File: src/rtl/wtc_chan.sv
// Per-channel tracker: write count, read-run detection, completed-read count and short-read flag.
// Mismatch flags are taken from next-state values so the top can register the verdict on the closing edge.
module wtc_chan #(
  parameter int RD_LAT = 2,
  parameter int WR_REQ = 1,
  parameter int RD_REQ = 1,
  parameter int CNT_W  = 4
) (
  input  logic clk,
  input  logic rst,
  input  logic clr,
  input  logic en,
  input  logic wr,
  input  logic rd,
  output logic wr_bad,
  output logic rd_bad,
  output logic short_rd
);
  localparam int                RUN_W    = $clog2(RD_LAT + 1);
  localparam logic [RUN_W-1:0]  RUN_FULL = RUN_W'(RD_LAT);
  localparam logic [CNT_W-1:0]  CNT_MAX  = {CNT_W{1'b1}};

  logic [CNT_W-1:0] wr_cnt_q, wr_cnt_d, wr_base_s;
  logic [CNT_W-1:0] rd_cnt_q, rd_cnt_d, rd_base_s;
  logic [RUN_W-1:0] run_q, run_d, run_base_s;
  logic             short_q, short_d, short_base_s;

  // Opening a window starts from zero but still samples the opening cycle.
  always_comb begin
    if (clr) begin
      wr_base_s    = {CNT_W{1'b0}};
      rd_base_s    = {CNT_W{1'b0}};
      run_base_s   = {RUN_W{1'b0}};
      short_base_s = 1'b0;
    end else begin
      wr_base_s    = wr_cnt_q;
      rd_base_s    = rd_cnt_q;
      run_base_s   = run_q;
      short_base_s = short_q;
    end
    wr_cnt_d = wr_base_s;
    rd_cnt_d = rd_base_s;
    run_d    = run_base_s;
    short_d  = short_base_s;
    if (en) begin
      if (wr && (wr_base_s != CNT_MAX)) begin
        wr_cnt_d = wr_base_s + 1'b1;
      end else begin
        wr_cnt_d = wr_base_s;
      end
      if (rd) begin
        if (run_base_s != RUN_FULL) begin
          run_d = run_base_s + 1'b1;
          if ((run_d == RUN_FULL) && (rd_base_s != CNT_MAX)) begin
            rd_cnt_d = rd_base_s + 1'b1;
          end else begin
            rd_cnt_d = rd_base_s;
          end
        end else begin
          run_d = run_base_s;
        end
      end else begin
        run_d   = {RUN_W{1'b0}};
        short_d = short_base_s | ((run_base_s != {RUN_W{1'b0}}) && (run_base_s != RUN_FULL));
      end
    end else begin
      run_d = run_base_s;
    end
  end

  assign wr_bad   = (wr_cnt_d != CNT_W'(WR_REQ));
  assign rd_bad   = (rd_cnt_d != CNT_W'(RD_REQ));
  assign short_rd = short_d;

  // Channel state registers.
  always_ff @(posedge clk or posedge rst) begin
    if (rst) begin
      wr_cnt_q <= {CNT_W{1'b0}};
      rd_cnt_q <= {CNT_W{1'b0}};
      run_q    <= {RUN_W{1'b0}};
      short_q  <= 1'b0;
    end else begin
      wr_cnt_q <= wr_cnt_d;
      rd_cnt_q <= rd_cnt_d;
      run_q    <= run_d;
      short_q  <= short_d;
    end
  end
endmodule

File: config.mk
export PLATFORM = sky130hd
export DESIGN_NAME = wtc_chan
export DESIGN_NICKNAME = d
export VERILOG_FILES = /design/src/rtl/wtc_chan.sv
export SDC_FILE = /design/constraint.sdc
export NUM_CORES = 1
export LEC_CHECK = 0
export CAP_MARGIN = 15
export CORE_AREA = 2 2 39 41
export CTS_BUF_LIST = sky130_fd_sc_hd__clkbuf_4 sky130_fd_sc_hd__clkbuf_8
export DETAILED_ROUTE_END_ITERATION = 6
export DIE_AREA = 0 0 41 43
export PLACE_DENSITY = 0.79
export SYNTH_ARGS = -nofsm -noshare
export SYNTH_HDL_FRONTEND = slang
export SYNTH_SLANG_ARGS = --single-unit
File: constraint.sdc
create_clock -name clk -period 5.3 [get_ports clk]
set_input_delay 1.59 -clock clk [delete_from_list [all_inputs] [get_ports clk]]
set_output_delay 1.59 -clock clk [all_outputs]
set_load 0.005 [all_outputs]
==> flow_metrics.env <==
export IMPL_max_freq_ghz=0.195
export IMPL_start_util_pct=46.6
export IMPL_synthCells=65
export IMPL_holdBufCountCts=0
export IMPL_synth_edf_count=0
export IMPL_slew_violations=0
export IMPL_syn_area_um2=644
export IMPL_regArea_um2=275
export IMPL_clockRootBuffer="clkbuf_4"
export IMPL_dieWidth_um=41
export IMPL_min_from="short_q$_DFF_PP0_"
export IMPL_place_ws_ps=-5.41
export IMPL_crit_fanout=4
export IMPL_finalWirelength_um=1310
export IMPL_antenna_found_initial=0
export IMPL_reg2reg_depth=7
export IMPL_holdWs_ps=548
export IMPL_synth_ff_type="dfrtp_1"
export IMPL_grt_pass1_vias=553
export IMPL_grt_max_degree=12
export IMPL_clock_sinks=11
export IMPL_track_usage_pct=19.4
export IMPL_use_met2_pct=30.9
export IMPL_ios=9
export IMPL_path_clk_slew_ps=70
export IMPL_cts_buffers=3
export IMPL_drtIter0Drc=5
export IMPL_path_class="in -> out"
export IMPL_multi_input_area_um2=333
export IMPL_grt_pass1_wl_um=2280
export IMPL_synth_top_cell_by_area="dfrtp_1"
export IMPL_fin_util_pct=57.6
export IMPL_num_vias=525
export IMPL_ys_seq_elements=11
export IMPL_htreeDepth=1
export IMPL_busiest_layer="met2"
export IMPL_num_antenna_cells=0
export IMPL_drive_gt1_share_pct=21.3
export IMPL_areaGrowthSynthToFinish_pct=23.7
export IMPL_crit_top_cell="o211ai_1"
export IMPL_clkLatencyLatePin_ps=270
export IMPL_worst_slack_ps=184
export IMPL_clock_skew_final_ps=3.52
export IMPL_worst_slew_pin_slew_ps=426
export IMPL_setup_worst_path_start_class="primary input"
export IMPL_nets=91
export IMPL_syn_area_per_cell_um2=9.91
export IMPL_end_kind="primary output"
export IMPL_gp_congestion=0.719
export IMPL_firstDrtPassIters=3
export IMPL_syn_nets=75
export IMPL_synth_cell_types=28
export IMPL_finalCritPeriodShare_pct=96.5
export IMPL_rsz0062_at_grt="no"
export IMPL_period_minus_slack_ps=5120
export IMPL_max_cap_violations=0
export IMPL_async_flop_share_pct=100
export IMPL_p_total_mw=0.181
export IMPL_hold_path_class="reg -> reg"
export IMPL_final_fill_count=129
export IMPL_relSlewSlack_pct=71.6
export IMPL_floorplan_rows=14
export IMPL_slowest_delay_ps=450
export IMPL_cp_slowest_cell="clkdlybuf4s50_1"
export IMPL_synth_area_leaders="dfrtp_1, ha_1, inv_1"
export IMPL_hold_viol=0
export IMPL_required_ps=3710
export IMPL_r2r_setup_slack_ps=3440
export IMPL_outcome="finished, final reports clean"
export IMPL_use_met1_pct=21.7
export IMPL_ant_nets=0
export IMPL_cts_tree="built"
export IMPL_yosys_warnings=0
export IMPL_clk_path_buf_depth=2
export IMPL_synth_seq_area_share_pct=42.7
export IMPL_hold_path_endpoint="short_q$_DFF_PP0_"
export IMPL_die_y_um=43
export IMPL_grt_overflow_total=0
export IMPL_die_area_um2=1760
export IMPL_leakage_nw=0.397
export IMPL_wl_per_cell_um=13.7
export IMPL_r2r_end="wr_cnt_q[1]$_DFF_PP0_"
export IMPL_viasPerCell=5.47
export IMPL_min_path_cells=2
export IMPL_drcViolationCount=0
export IMPL_timing_rr_start="wr_cnt_q[0]$_DFF_PP0_"
export IMPL_gr_usage_met3_pct=5.24
export IMPL_synth_top_cell_area_share_pct=42.7
export IMPL_powerDensity_nw_per_um2=227
export IMPL_peakVddDrop_mv=0.135
export IMPL_port_buffers=8
export IMPL_hpwl_um=954
export IMPL_cp_arrival_ps=3530
export IMPL_path_cells="dlygate4sd2_1, buf_4, nor2b_4, ha_2, nand2_1, o211ai_1, mux2i_1, o211ai_1, clkdlybuf4s50_1"
export IMPL_core_region_area_um2=1380
export IMPL_finalSetupViolCount=0
## final cells by class
class	instances	area share [%]
inverter	6	2.83
timing repair buffer	13	14.6
sequential	11	34.5
multi-input combinational	46	41.8
tap	16	2.51
clock buffer	4	3.77
## how the worst max path moves through the flow
stage | from | endpoint | slack, ps
floorplan | clr | rd_bad | 900
finish | clr | wr_bad | 180
global placement | clr | rd_bad | 50
global route | clr | wr_bad | 40
detailed placement | clr | wr_bad | -5
CTS | clr | wr_bad | 170
## routing by layer
metal	vias up	routed length, um
li1	255	-
met1	256	545
met2	9	697
met3	5	33
met4	0	36
met5	-	0
## cells by family (layout without fill, tap and decap cells)
kind of cell               count (synthesis)  after routing  synth area share [%]
AOI/OAI and AO/OA                         12             12                  11.1
and+or+nand+nor                           26             26                  26.4
xor gates and xnor gates                   2              2                  2.72
adders and majority gates                  4              4                  7.77
buffers and inverters                      8             23                  6.02
muxes                                      2              2                  3.30
DFF                                       11             11                  42.7
## cell usage after synthesis (2+ instances only)
master	instances
inv_1	6
o211ai_1	2
nor2_1	4
a31oi_1	3
dfrtp_1	11
o21ai_0	3
ha_1	4
nand2_1	4
nor3_1	2
and4b_1	2
nand3_1	4
a21oi_1	3
nor3_2	2
## per-stage QoR
step	area, um^2	TNS [ps]	std cells
finish	797	0	96
global route	797	0	96
CTS	797	0	96
detailed placement	758	-5.41	91
global placement	758	0	91
floorplan	644	0	65
## power breakdown
group	internal, mW	switching, mW
clock network	0.0343	0.0299
logic	0.0157	0.0128
registers	0.0870	0.00143
## timing repair
| item | CTS | global route |
|---|---|---|
| gates resized for setup | 2 | 0 |
| setup endpoints to repair | 1 | 0 |
| buffers inserted | 1 | 0 |
## flip-flops by register name (all words and copies together), names as in the netlist
signal	count
short_q	1
wr_cnt_q	4
rd_cnt_q	4
run_q	2
## cells in the final DEF, fill, tap and decap left out, types with 2 or more instances in the layout
cell	instances
a21oi_1	3
a31oi_1	3
and4b_1	2
buf_4	5
clkbuf_4	4
clkdlybuf4s50_1	7
dfrtp_1	11
ha_1	3
inv_1	6
nand2_1	4
nand3_1	4
nor2_1	4
nor3_1	2
nor3_2	2
o211ai_1	2
o21ai_0	3
## critical path, delay by kind of cell
kind | cells | cell delay (ps)
simple gates | 2 | 220
buf+inv | 3 | 890
compound gates | 2 | 400
mux | 1 | 220
fa+ha+maj | 1 | 200
No activity file was read; power rests on OpenSTA's default activity.
